## config.mk

```make
export PLATFORM = sky130hd
export DESIGN_NAME = elevator_scan_controller
export DESIGN_NICKNAME = d
export VERILOG_FILES = /design/src/rtl/elev_pkg.sv /design/src/rtl/elev_req_bank.sv /design/src/rtl/elevator_scan_controller.sv
export SDC_FILE = /design/constraint.sdc
export NUM_CORES = 1
export LEC_CHECK = 0
export BUFFER_PORTS_ARGS = -buffer_cell sky130_fd_sc_hd__buf_2
export CORE_ASPECT_RATIO = 1.4
export CORE_UTILIZATION = 35
export CTS_BUF_LIST = sky130_fd_sc_hd__clkbuf_8
export DETAILED_ROUTE_END_ITERATION = 7
export PLACE_DENSITY = 0.61
export SLEW_MARGIN = 10
export SYNTH_ARGS = -nofsm -noshare
export SYNTH_HDL_FRONTEND = slang
export SYNTH_HIERARCHICAL = 1
export SYNTH_SLANG_ARGS = --single-unit
```

## constraint.sdc

```tcl
create_clock -name clk -period 2.75 [get_ports clk]
set_input_delay 0.275 -clock clk [delete_from_list [all_inputs] [get_ports clk]]
set_output_delay 0.275 -clock clk [all_outputs]
set_load 0.01 [all_outputs]
```

## src/rtl/elev_pkg.sv

```systemverilog
// Shared types and constants for the elevator SCAN car controller.
package elev_pkg;

    // state  | meaning
    // IDLE   | car parked, door closed; picks a direction or opens for a call here
    // MOVING | motor on; evaluates stop/continue each time the car levels at a floor
    // DOOR   | car stopped, door open; dwell timer running
    typedef enum logic [1:0] {
        IDLE   = 2'd0,
        MOVING = 2'd1,
        DOOR   = 2'd2
    } elev_state_t;

    localparam logic DIR_UP = 1'b1;
    localparam logic DIR_DN = 1'b0;

    // Common width for floor comparisons, wide enough for any floor_cur
    // (including out-of-range sensor values) and any loop index.
    typedef logic [7:0] floor_idx_t;

    function automatic floor_idx_t to_floor_idx(input int f);
        return floor_idx_t'(f);
    endfunction

endpackage

```

## src/rtl/elev_req_bank.sv

```systemverilog
// Pending request bank: hall up/down and in-car lamps, clear-at-floor logic,
// and the above/below/here reductions the dispatcher works from.
module elev_req_bank
    import elev_pkg::*;
#(
    parameter int N_FLOORS = 8,
    parameter int FLOOR_W  = $clog2(N_FLOORS)
) (
    input  logic                clk,
    input  logic                rst,
    input  logic [N_FLOORS-1:0] call_up,
    input  logic [N_FLOORS-1:0] call_dn,
    input  logic [N_FLOORS-1:0] car_req,
    input  logic [FLOOR_W-1:0]  floor_cur,
    input  logic                clr_car,
    input  logic                clr_up,
    input  logic                clr_dn,
    output logic [N_FLOORS-1:0] pend_up,
    output logic [N_FLOORS-1:0] pend_dn,
    output logic [N_FLOORS-1:0] pend_car,
    output logic                above,
    output logic                below,
    output logic                here,
    output logic                here_car,
    output logic                here_up,
    output logic                here_dn,
    output logic                press_car,
    output logic                press_up,
    output logic                press_dn
);

    // No up call from the top landing, no down call from the bottom one.
    localparam logic [N_FLOORS-1:0] UP_MASK = {1'b0, {(N_FLOORS-1){1'b1}}};
    localparam logic [N_FLOORS-1:0] DN_MASK = {{(N_FLOORS-1){1'b1}}, 1'b0};

    logic [N_FLOORS-1:0] sel;
    logic [N_FLOORS-1:0] gt;
    logic [N_FLOORS-1:0] lt;
    logic [N_FLOORS-1:0] any_pend;
    floor_idx_t          cur;

    // Floor position masks relative to the car; an out-of-range floor selects nothing.
    always_comb begin
        sel = '0;
        gt  = '0;
        lt  = '0;
        cur = floor_idx_t'(floor_cur);
        for (int f = 0; f < N_FLOORS; f++) begin
            sel[f] = (to_floor_idx(f) == cur);
            gt[f]  = (to_floor_idx(f) >  cur);
            lt[f]  = (to_floor_idx(f) <  cur);
        end
    end

    // Reductions over all pending lamps plus raw presses at the current floor.
    always_comb begin
        any_pend  = pend_up | pend_dn | pend_car;
        above     = |(any_pend & gt);
        below     = |(any_pend & lt);
        here      = |(any_pend & sel);
        here_car  = |(pend_car & sel);
        here_up   = |(pend_up & sel);
        here_dn   = |(pend_dn & sel);
        press_car = |(car_req & sel);
        press_up  = |(call_up & UP_MASK & sel);
        press_dn  = |(call_dn & DN_MASK & sel);
    end

    // Latch presses; a clear at the current floor beats a same-cycle press.
    always_ff @(posedge clk or negedge rst) begin
        if (!rst) begin
            pend_up  <= '0;
            pend_dn  <= '0;
            pend_car <= '0;
        end else begin
            pend_car <= (pend_car | car_req) & ~(sel & {N_FLOORS{clr_car}});
            pend_up  <= (pend_up | call_up) & UP_MASK & ~(sel & {N_FLOORS{clr_up}});
            pend_dn  <= (pend_dn | call_dn) & DN_MASK & ~(sel & {N_FLOORS{clr_dn}});
        end
    end

endmodule

```

## src/rtl/elevator_scan_controller.sv

```systemverilog
// SCAN (collective) car controller for one shaft: dispatch, door dwell and
// fault latch around the pending-request bank.
//
// state  | meaning
// IDLE   | parked, door closed; opens for a call here or picks a direction
// MOVING | motor on; at each level floor decides stop / continue / park
// DOOR   | door open; down-counter dwell, reloaded by presses served here
module elevator_scan_controller
    import elev_pkg::*;
#(
    parameter int N_FLOORS    = 8,
    parameter int FLOOR_W     = $clog2(N_FLOORS),
    parameter int DOOR_CYCLES = 4
) (
    input  logic                clk,
    input  logic                rst,
    input  logic [N_FLOORS-1:0] call_up,
    input  logic [N_FLOORS-1:0] call_dn,
    input  logic [N_FLOORS-1:0] car_req,
    input  logic [FLOOR_W-1:0]  floor_cur,
    input  logic                at_floor,
    output logic                motor,
    output logic                direction,
    output logic                door_open,
    output logic [N_FLOORS-1:0] pend_up,
    output logic [N_FLOORS-1:0] pend_dn,
    output logic [N_FLOORS-1:0] pend_car,
    output logic                fault
);

    localparam int CNT_W = (DOOR_CYCLES > 1) ? $clog2(DOOR_CYCLES) : 1;
    localparam logic [CNT_W-1:0] CNT_LOAD = CNT_W'(DOOR_CYCLES - 1);

    elev_state_t      state;
    logic [CNT_W-1:0] cnt;
    logic             svc_up;
    logic             svc_dn;

    logic above, below, here, here_car, here_up, here_dn;
    logic press_car, press_up, press_dn;
    logic clr_car, clr_up, clr_dn;

    logic floor_ok, at_bot, at_top, ahead, stop_hit, enter_door;
    logic keep_dir, clear_both, entry_up, entry_dn, in_door, reload;

    elev_req_bank #(
        .N_FLOORS (N_FLOORS),
        .FLOOR_W  (FLOOR_W)
    ) u_bank (
        .clk       (clk),
        .rst       (rst),
        .call_up   (call_up),
        .call_dn   (call_dn),
        .car_req   (car_req),
        .floor_cur (floor_cur),
        .clr_car   (clr_car),
        .clr_up    (clr_up),
        .clr_dn    (clr_dn),
        .pend_up   (pend_up),
        .pend_dn   (pend_dn),
        .pend_car  (pend_car),
        .above     (above),
        .below     (below),
        .here      (here),
        .here_car  (here_car),
        .here_up   (here_up),
        .here_dn   (here_dn),
        .press_car (press_car),
        .press_up  (press_up),
        .press_dn  (press_dn)
    );

    // Stop decision, which hall calls a stop serves, and request-bank clears.
    always_comb begin
        floor_ok = floor_idx_t'(floor_cur) < to_floor_idx(N_FLOORS);
        at_bot   = (floor_cur == '0);
        at_top   = (floor_idx_t'(floor_cur) == to_floor_idx(N_FLOORS - 1));
        ahead    = (direction == DIR_UP) ? above : below;
        // Opposite-direction hall call only stops the car when nothing lies further on.
        stop_hit = here_car
                 | ((direction == DIR_UP) ? here_up : here_dn)
                 | (((direction == DIR_UP) ? here_dn : here_up) & ~ahead);
        enter_door = ~fault & floor_ok & at_floor &
                     (((state == IDLE) & here) | ((state == MOVING) & stop_hit));
        // Departure keeps the current direction if a matching call is here or work lies ahead.
        keep_dir   = ((direction == DIR_UP) ? here_up : here_dn) | ahead;
        clear_both = (state == IDLE) | at_bot | at_top;
        entry_up   = clear_both | (keep_dir ? (direction == DIR_UP) : (direction == DIR_DN));
        entry_dn   = clear_both | (keep_dir ? (direction == DIR_DN) : (direction == DIR_UP));
        in_door    = (state == DOOR) & floor_ok & ~fault;
        clr_car    = enter_door | in_door;
        clr_up     = enter_door ? entry_up : (in_door & svc_up);
        clr_dn     = enter_door ? entry_dn : (in_door & svc_dn);
        reload     = in_door & (press_car | (svc_up & press_up) | (svc_dn & press_dn));
    end

    // Main FSM with registered motor/direction/door outputs and sticky fault.
    always_ff @(posedge clk or negedge rst) begin
        if (!rst) begin
            state     <= IDLE;
            motor     <= 1'b0;
            direction <= DIR_UP;
            door_open <= 1'b0;
            cnt       <= '0;
            svc_up    <= 1'b0;
            svc_dn    <= 1'b0;
            fault     <= 1'b0;
        end else if (fault || !floor_ok) begin
            fault     <= 1'b1;
            state     <= IDLE;
            motor     <= 1'b0;
            door_open <= 1'b0;
            cnt       <= '0;
        end else begin
            case (state)
                IDLE: begin
                    if (enter_door) begin
                        state     <= DOOR;
                        door_open <= 1'b1;
                        cnt       <= CNT_LOAD;
                        svc_up    <= entry_up;
                        svc_dn    <= entry_dn;
                    end else if (above || below) begin
                        if ((direction == DIR_UP && above) || (direction == DIR_DN && !below))
                            direction <= DIR_UP;
                        else
                            direction <= DIR_DN;
                        motor <= 1'b1;
                        state <= MOVING;
                    end
                end
                MOVING: begin
                    if (at_floor) begin
                        if (enter_door) begin
                            motor     <= 1'b0;
                            state     <= DOOR;
                            door_open <= 1'b1;
                            cnt       <= CNT_LOAD;
                            svc_up    <= entry_up;
                            svc_dn    <= entry_dn;
                        end else if (!ahead) begin
                            // Terminal floor or nothing further this way: park and re-decide.
                            motor <= 1'b0;
                            state <= IDLE;
                        end
                    end
                end
                DOOR: begin
                    if (reload) begin
                        cnt <= CNT_LOAD;
                    end else if (cnt == '0) begin
                        door_open <= 1'b0;
                        state     <= IDLE;
                    end else begin
                        cnt <= cnt - 1'b1;
                    end
                end
                default: begin
                    state     <= IDLE;
                    motor     <= 1'b0;
                    door_open <= 1'b0;
                end
            endcase
        end
    end

endmodule

```

# Word-level counts from Yosys, hierarchy flattened
# Cells that the tools add are included.
# totals
reg_bits	34
latchBits	0
mem_bits_rw	0
rom_bits	0
inputBits	30
out_inout_bits	28
elab_cells	163
mem_count	0
# op_classes
add_sub_neg	1
n_mul	0
div_mod_pow	0
magnitude_cmp	14
eq_ne	20
n_shift	0
mux	43
n_bitwise	49
reduce_logical	25
# op_table
operator	count
AND 8 bit	12
OR reduction 8 bit	9
bitwise OR 8 bit	4
two-way mux 2 bit	13
two-way mux 1 bit	24
inverter 8 bit	3
AND 7 x 8 -> 8 bit	2
equality test 3 bit, first input constant	4
> comparator 3 bit, first input constant	4
one-hot mux 2 bit (3 select lines)	2
AND 1 bit	11
bitwise OR 1 bit	11
AND reduction 5 bit	2
less-than comparator 3 bit, first input constant	3
inequality test 3 bit, second input constant	3
AND reduction 3 bit	3
AND 8 x 7 -> 8 bit	1
inequality test 4 bit, second input constant	2
bitwise OR 7 bit	1
equality test 2 x 3 -> 1 bit, first input constant	2
> comparator 2 x 3 -> 1 bit, first input constant	2
less-than comparator 1 x 3 -> 1 bit, first input constant	2
less-than comparator 2 x 3 -> 1 bit, first input constant	2
inequality test 3 x 2 -> 1 bit, second input constant	2
other kinds (19)	28

# Longest topological paths before layout
# Gate-level depths: netlist (run 1).
# logic_depth
ltp_word	15
depth_mapped	13
mapped_depth_nobuf	10

# Hierarchy
# Netlist (run 1), hierarchy kept.
# by_module_without_submodules
module	instances	cells_each	area_each_um2	seq_area_each_um2
elev_req_bank	1	159	1456.4	550.5
elevator_scan_controller	1	65	565.5	226.5

# Worst setup path after synthesis (run 1)
# OpenSTA, ideal clock, no wires.
# synth_path
path_kind	reg2reg
from	register u_bank.pend_up[1]
to	register u_bank.pend_dn[3]
setup_ns	0.131
arrival_ns	2.727
required_time_ns	2.619
setup_slack_ns	-0.108
path_stages_with_launch	12
n_path_buf	1
synth_period_minus_slack_ns	2.858
path_cell_list	dfrtp_1 -> or3_1 -> nand2b_1 -> a221oi_1 -> o21ai_1 -> or2b_1 -> a2111oi_1 -> or4_1 -> buf_6 -> o22ai_1 -> nor2b_1 -> a21oi_1
# synth_via
elab_chain_len	15
word_cells_on_any_way	28
classes_between	5 x mux; 19 x bitwise; 4 x reduce/logical
# synth_rtl
element	line_no	source
from (decl)	elev_req_bank.sv:18	output logic [N_FLOORS-1:0] pend_up,
from (signal assigned)	elev_req_bank.sv:77	pend_up <= (pend_up | call_up) & UP_MASK & ~(sel & {N_FLOORS{clr_up}});
bitwise OR 8 bit (*) (2 in series)	elev_req_bank.sv:57	any_pend = pend_up | pend_dn | pend_car;
AND 8 x 7 -> 8 bit (*)	elev_req_bank.sv:59	below = |(any_pend & lt);
OR reduction 8 bit (*)	elev_req_bank.sv:59	
net below	elevator_scan_controller.sv:39	logic above, below, here, here_car, here_up, here_dn;
two-way mux 1 bit (*)	elevator_scan_controller.sv:78	ahead = (direction == DIR_UP) ? above : below;
inverter 1 bit	elevator_scan_controller.sv:82	| (((direction == DIR_UP) ? here_dn : here_up) & ~ahead);
AND 1 bit	elevator_scan_controller.sv:82	
bitwise OR 1 bit	elevator_scan_controller.sv:82	
AND 1 bit	elevator_scan_controller.sv:84	(((state == IDLE) & here) | ((state == MOVING) & stop_hit));
bitwise OR 1 bit	elevator_scan_controller.sv:84	
AND 1 bit	elevator_scan_controller.sv:83	enter_door = ~fault & floor_ok & at_floor &
two-way mux 1 bit (*)	elevator_scan_controller.sv:93	clr_dn = enter_door ? entry_dn : (in_door & svc_dn);
net clr_dn	elevator_scan_controller.sv:41	logic clr_car, clr_up, clr_dn;
AND 8 bit (*)	elev_req_bank.sv:78	pend_dn <= (pend_dn | call_dn) & DN_MASK & ~(sel & {N_FLOORS{clr_dn}});
inverter 8 bit (*)	elev_req_bank.sv:78	
AND 8 bit (*)	elev_req_bank.sv:78	
to (signal assigned)	elev_req_bank.sv:78	
to (decl)	elev_req_bank.sv:19	output logic [N_FLOORS-1:0] pend_dn,
# The timed path passes the listed nets; every way through them passes the cells marked *.
# A chain may end at the register's enable or synchronous reset.

# Final worst setup path (run 1)
# layout_path
from	register u_bank.pend_dn[2]
to	register u_bank.pend_up[2]
# layout_via
elab_chain_len	15
word_cells_on_any_way	28
classes_between	5 x mux; 19 x bitwise; 4 x reduce/logical
# layout_rtl
element	line_no	source
bitwise OR 8 bit (*) (2 in series)	elev_req_bank.sv:57	
AND 8 bit (*)	elev_req_bank.sv:58	above = |(any_pend & gt);
OR reduction 8 bit (*)	elev_req_bank.sv:58	
net above	elevator_scan_controller.sv:39	
two-way mux 1 bit (*)	elevator_scan_controller.sv:78	
inverter 1 bit	elevator_scan_controller.sv:82	
AND 1 bit	elevator_scan_controller.sv:82	
bitwise OR 1 bit	elevator_scan_controller.sv:82	
AND 1 bit	elevator_scan_controller.sv:84	
bitwise OR 1 bit	elevator_scan_controller.sv:84	
AND 1 bit	elevator_scan_controller.sv:83	
two-way mux 1 bit (*)	elevator_scan_controller.sv:92	clr_up = enter_door ? entry_up : (in_door & svc_up);
net clr_up	elevator_scan_controller.sv:41	
AND 8 bit (*)	elev_req_bank.sv:77	
inverter 8 bit (*)	elev_req_bank.sv:77	
AND 7 x 8 -> 8 bit (*)	elev_req_bank.sv:77	
# Marked as above.

==> flow_summary.yaml, run 1 <==
synth:
  synth_warnings: 6
  syn_avg_cell_area_um2: 9.03
  synth_edf_count: 0
  netlist_area_um2: 2020
  ys_types: 52
  ys_seq_area_frac: 0.384
  synth-async-reset-ratio: 1.00
  netlist_instances: 224
  ys.flop_type: "dfrtp_1"
  yosys_register_bits: 31
final_layout:
  antenna_cells: 0
  nFillCells: 526
  final_cell_mix: "52 x buf_2, 48 x buf_4, 37 x nor2_1"
  stdcell_count: 387
  drive_above_1_share: 0.429
  area_delta_synth_final_pct: 43.8
  multi_input_area_um2: 1250
  final_core_util: 0.526
  seq_area_um2: 778
  nNetsFinal: 349
  mostFrequentLayoutCell: "buf_2"
placement:
  gp_congestion: 0.870
  numPortBuffers: 52
  place_ws_ns: -0.125
  dp.cells: 378
  dp_hpwl_um: 4860
detailed_routing:
  totalWireLength_um: 6340
  drc: 0
  vias: 2098
  dr.pass1.iters: 4
  vias_per_cell: 5.42
  ant_nets: 0
  wire_per_inst_um: 16.4
  drt-initial-drc-count: 110
worst_hold_path:
  min_path_type: "input port to async pin"
grt:
  use_met2: 0.368
  use_met1: 0.253
  grt-ovfl-total: 0
  antenna_found_initial: 0
  grtUsageMet3: 0.0311
  grt.busiest_layer: "met2"
  grt_max_degree: 32
  grt_usage: 0.215
  grt_pass1_wl_um: 9720
  grt_pass1_vias: 2005
setup_path:
  reg2reg_slack_ns: -0.01
  worstPathRequired_ns: 2.92
  cp_slowest_cell: "or4_4"
  critPathBufInv: 0
  rr_worst_depth: 10
  path_cells: "or3_4 -> o31ai_2 -> a22o_1 -> o21ai_1 -> or4bb_4 -> nor2_2 -> or4_4 -> o22ai_4 -> nor2b_4 -> a21oi_1"
  critPathArrivalTime_ns: 2.93
  cp-start-kind: "flop"
  critPathKind: "flop to flop"
  cp_max_fo: 5
  critPathCaptureType: "flop"
  r2r_end: "u_bank/pend_up[2]"
  cpPeakStageDelay_ns: 0.59
  r2r-start: "u_bank/pend_dn[2]"
  cpLargestDelayFamily: "simple AND/OR/NAND/NOR gates"
floorplanning:
  coreArea_um2: 5530
  dieArea_um2: 6090
  die_h_um: 91.9
  rows: 32
  die_w_um: 66.2
  io_pins: 58
  initial_core_util: 0.366
cts:
  root_buffer: "clkbuf_8"
  cts.sinks: 31
  worst_skew_pair.late_latency_ns: 0.28
  clkTransAtPathRegs_ns: 0.07
  hold_buffers: 0
  tritoncts: "built"
  cts_made_buffers: 5
  clk_path_buf_depth: 2
  htreeDepth: 2
pwr:
  p_sw_w: 0.000757
  internal_power_w: 0.00132
  power_switching_share: 0.364
  p_total_w: 0.00208
  p_leak_nw: 1.27
  p_seq_frac: 0.339
  p_per_area_nw_per_um2: 716
  combinationalPowerShare: 0.435
  pwr-share-clk: 0.227
  vdd_ir_drop_max_mv: 0.371
job:
  maxCapViolations: 0
status:
  status: "finished, violations left"
  violations: "negative setup slack"
sta:
  timing.fmax_mhz: 362
  finalMaxSlewViolations: 0
  setup_slack_ns: -0.0140
  rsz0062_at_grt: "yes"
  worstMarginPinSlew_ns: 0.738
  hold_violations: 0
  setup_violations: 4
  post-route-period-util: 1.01
  finalCriticalPeriod_ns: 2.76
  fin_skew_ns: 0.00264
  slew_headroom: 0.508
  holdWs_ns: 0.0454
[synthesized netlist by cell type (all sizes together) (2+ instances only)]
master | count | area, µm²
o21a | 2 | 15.0
o22ai | 3 | 18.8
a211oi | 3 | 22.5
nand3 | 2 | 10.0
a21oi | 21 | 105
a21o | 2 | 15.0
and2b | 3 | 22.5
inv | 9 | 33.8
mux2i | 9 | 90.1
o31ai | 2 | 15.0
mux2 | 2 | 22.5
mux4 | 5 | 120
o21ai | 8 | 40.0
nand2b | 4 | 25.0
a31oi | 8 | 50.1
a221oi | 2 | 17.5
o221ai | 2 | 17.5
a22oi | 2 | 15.0
a2bb2oi | 2 | 17.5
nor2b | 5 | 31.3
nor2 | 38 | 143
nand2 | 9 | 33.8
buf | 14 | 93.8
dfrtp | 30 | 751
a221o | 4 | 40.0
nor3 | 7 | 35.0
a2111oi | 2 | 18.8
or3 | 4 | 25.0
a22o | 2 | 17.5
conb | 2 | 7.51
[stage by stage]
step / setup TNS [ns] / instance area [µm²]
floorplan: 0 / 2050
global placement: -0.804 / 2670
detailed placement: -1.87 / 2670
CTS: 0 / 2800
global route: -0.490 / 2910
finish: -0.0408 / 2910
[area by class of cell]
class	count	share of cell area
Multi-Input combinational cell	170	0.430
Sequential cell	31	0.268
Timing Repair Buffer	101	0.220
Tap cell	68	0.0293
Clock buffer	6	0.0284
Clock inverter	2	0.0121
Inverter	9	0.0116
[layer usage]
layer | share of wire | wire [µm]
met1 | 0.40 | 2500
met2 | 0.52 | 3300
met3 | 0.035 | 223
met4 | 0.049 | 309
met5 | 0 | 0
[logic make-up (layout without fill, tap and decap cells)]
logic type / Yosys count / after routing / synth area share
compound gates: 70 / 70 / 0.232
fa+ha+maj: 1 / 1 / 0.00619
buf+inv: 24 / 118 / 0.0650
flops: 31 / 31 / 0.384
mux: 16 / 16 / 0.115
other cells: 2 / 3 / 0.00371
simple gates: 80 / 80 / 0.194
[sequential cells by signal, indices dropped and copies added (netlist names)]
register,count
cnt,2
direction,1
door_open,1
motor,1
state,2
svc_dn,1
svc_up,1
u_bank/pend_car,8
u_bank/pend_dn,7
u_bank/pend_up,7
[how the worst max path moves through the flow]
stage               slack, ns                 end                from  cells past startpoint
floorplan                0.01   u_bank/pend_dn[3]   u_bank/pend_up[1]                     11
global placement        -0.06  u_bank/pend_car[0]        floor_cur[0]                      9
detailed placement      -0.12  u_bank/pend_car[0]        floor_cur[0]                      9
CTS                      0.04   u_bank/pend_dn[2]   u_bank/pend_up[2]                      9
global route            -0.09   u_bank/pend_up[2]  u_bank/pend_car[2]                     10
finish                  -0.01   u_bank/pend_up[2]   u_bank/pend_dn[2]                     10
[power by group through the flow]
stage / Combinational (W) / Clock, W / Sequential (W)
2_1_floorplan: 0.000426 / 0 / 0.000732
3_3_place_gp: 0.000836 / 0 / 0.000702
3_5_place_dp: 0.000845 / 0 / 0.000705
4_1_cts: 0.000870 / 0.000484 / 0.000696
5_1_grt: 0.000989 / 0.000511 / 0.000724
6_report: 0.000905 / 0.000472 / 0.000705
[timing repair]
action	CTS	global route
setup endpoints to repair	19	21
resized for setup	2	19
setup buffers	0	1
pin swaps	0	6
cloned	0	0
Power figures use the tool's default switching activity.
==> run 2: changes to the inputs <==
--- a/config.mk
+++ b/config.mk
@@ -10,9 +10,8 @@
 export CORE_UTILIZATION = 35
 export CTS_BUF_LIST = sky130_fd_sc_hd__clkbuf_8
 export DETAILED_ROUTE_END_ITERATION = 7
-export PLACE_DENSITY = 0.61
+export PLACE_DENSITY = 0.6
 export SLEW_MARGIN = 10
 export SYNTH_ARGS = -nofsm -noshare
 export SYNTH_HDL_FRONTEND = slang
-export SYNTH_HIERARCHICAL = 1
 export SYNTH_SLANG_ARGS = --single-unit
==> run 2 against run 1 <==
  * The run now ends clean
  * Cell count fell by 6.7%
  * Register-to-register slack improved by 0.25 ns
  * Via count fell by 2.1%
  * Wire length rose by 1.5%
  * Flip-flop and latch count did not move
  * Sequential share of layout area rose by 2.6 points
  * First-iteration DRC count rose by 4.5%
  * Worst setup slack improved by 0.25 ns
  * Die area rose by 7.1%
  * Critical path type unchanged
  * Critical endpoint is now u_bank.pend_up[1]
==> flow_summary.yaml, run 2 <==
status:
  status: "complete, no violations"
sta:
  setup_violations: 0
  slew_headroom: 0.518
  worstMarginPinSlew_ns: 0.723
  setup_tns_ns: 0
  finalCriticalPeriod_ns: 2.52
  hold_violations: 0
  finalMaxSlewViolations: 0
  timing.fmax_mhz: 397
  post-route-period-util: 0.916
  fin_skew_ns: 0.00443
  rsz0062_at_grt: "no"
  setup_slack_ns: 0.232
setup_path:
  critPathKind: "flop to flop"
  worstPathRequired_ns: 2.90
  cp-start-kind: "flop"
  reg2reg_slack_ns: 0.23
  critPathCaptureType: "flop"
  r2r-start: "u_bank.pend_car[7]"
  startpoint: "u_bank.pend_car[7]"
  r2r_end: "u_bank.pend_up[1]"
  crit_path_end: "u_bank.pend_up[1]"
  critPathArrivalTime_ns: 2.67
  cp_max_fo: 6
  rr_worst_depth: 8
final_layout:
  antenna_cells: 0
  multi_input_area_um2: 1240
  mostFrequentLayoutCell: "buf_2"
  nNetsFinal: 321
  area_delta_synth_final_pct: 22.0
  final_cell_mix: "52 x buf_2, 32 x nor2_1, 30 x dfrtp_1"
  top_register: "u_bank.pend_car"
  stdcell_area_um2: 2650
  largest_register_ffs: 8
  stdcell_count: 361
  drive_above_1_share: 0.313
  biggestRegsByFlops: "u_bank.pend_car x8, u_bank.pend_dn x7, u_bank.pend_up x7"
  seq_area_um2: 777
  nFillCells: 599
floorplanning:
  rows: 33
  die_h_um: 95.1
  initial_core_util: 0.367
  io_pins: 58
  coreArea_um2: 5900
  dieArea_um2: 6520
  die_w_um: 68.5
synth:
  synth-async-reset-ratio: 1.00
  synth_top_cell_by_area: "dfrtp_1"
  synth-xor-area-share: 0
  synth_top_family_by_area: "compound AO/OA/AOI/OAI gates"
  synth_warnings: 0
  yosys_register_bits: 31
  muxShareOfSynthArea: 0.0946
  synth_fa_ha_area_frac: 0.00577
  syn_avg_cell_area_um2: 9.51
  netlist_area_um2: 2170
  netlist_instances: 228
  synthTopCellsByCount: "32 x nor2_1, 30 x dfrtp_1, 21 x a21oi_1, 12 x inv_1"
  ys.flop_type: "dfrtp_1"
  yosys-top-cells-area: "dfrtp_1 35%, nor2_1 5.5%, a21oi_1 4.8%"
  ys_types: 56
  synth_edf_count: 0
  ys_seq_area_frac: 0.358
  synthDominantCellAreaShare: 0.346
  post-synth-top-count-cell: "nor2_1"
  synth-simple-area-share: 0.178
  synth_compound_area_frac: 0.288
placement:
  place_ws_ns: 0.214
  numPortBuffers: 52
  dpl_cell_area_um2: 2530
  dp.cells: 353
  gp_congestion: 0.913
  dp_hpwl_um: 5020
detailed_routing:
  vias_per_cell: 5.69
  drt-initial-drc-count: 115
  ant_nets: 0
  totalWireLength_um: 6430
  dr.pass1.iters: 5
  drc: 0
  vias: 2054
  wire_per_inst_um: 17.8
cts:
  tritoncts: "built"
  clk_path_buf_depth: 2
  root_buffer: "clkbuf_8"
  worst_skew_pair.late_latency_ns: 0.28
  htreeDepth: 2
  cts_made_buffers: 5
  cts.sinks: 31
  hold_buffers: 0
  post_cts_buffers: 0
  clkTransAtPathRegs_ns: 0.07
  cts-resized-gates: 0
worst_hold_path:
  min_path_type: "input port to async pin"
pwr:
  p_leak_nw: 1.06
  p_total_w: 0.00185
  vdd_ir_drop_max_mv: 0.232
  p_per_area_nw_per_um2: 697
grt:
  grt_usage: 0.217
  grt_pass1_vias: 1964
  antenna_found_initial: 0
  grt-ovfl-total: 0
  grt_pass1_wl_um: 10300
  grt_max_degree: 32
job:
  maxCapViolations: 0
run 2: cell types whose count changed after synthesis, sizes merged, moves of 4 or more:
cell and delta:
nand3b +4, mux2i -5, a22oi +5, o22a +8
o21a +4, a31oi -6, nor2b -4, nor2 -5
nand2b -4
run 2: area by class of cell:
class                           count  share of cell area
Multi-Input combinational cell    172               0.468
Sequential cell                    31               0.294
Timing Repair Buffer               68               0.144
Tap cell                           70              0.0331
Clock buffer                        6              0.0312
Inverter                           12              0.0170
Clock inverter                      2              0.0132
run 2: critical path: stages, from the launching register on:
cell     delay, ns
dfrtp_1       0.43
nor2_1        0.32
o31ai_1       0.13
a211o_1       0.37
a211o_1       0.38
a21bo_1       0.23
buf_4         0.18
a22oi_4       0.24
a21oi_1       0.11
run 2: worst min-delay path by stage:
stage,start,endpoint,slack (ns),cells after the start
2_1_floorplan,rst,cnt[0],-0.02,0
3_3_place_gp,rst,u_bank.pend_car[7],0.38,1
3_5_place_dp,rst,state[0],0.38,1
4_1_cts,rst,state[0],0.07,1
5_1_grt,rst,state[0],0.11,1
6_report,rst,u_bank.pend_car[7],0.04,1
run 2: kinds of logic after synthesis:
logic type / Yosys count
AO/OA/AOI/OAI: 81
AND/OR/NAND/NOR: 75
flip-flops: 31
buffers and inverters: 27
multiplexers: 12
adder cells (fa/ha/maj): 1
other: 1
run 2: report_power, final:
part,switching [W],internal [W]
logic,0.000373,0.000300
clock network,0.000186,0.000293
registers,0.000132,0.000561
total,0.000691,0.00115
run 2: per-stage QoR:
stage	hold slack, ns	util
3_3_place_gp	0.376	0.428
3_5_place_dp	0.378	0.428
2_1_floorplan	-0.0206	-
5_1_grt	0.108	0.448
4_1_cts	0.0730	0.448
6_report	0.0420	0.448
run 2: metal layers:
layer	vias to the layer above	GRT usage	wire length, µm
met5	-	0	0
met4	0	0.0781	163
met3	15	0.0359	308
met2	71	0.364	3400
met1	991	0.275	2560
li1	977	-	-
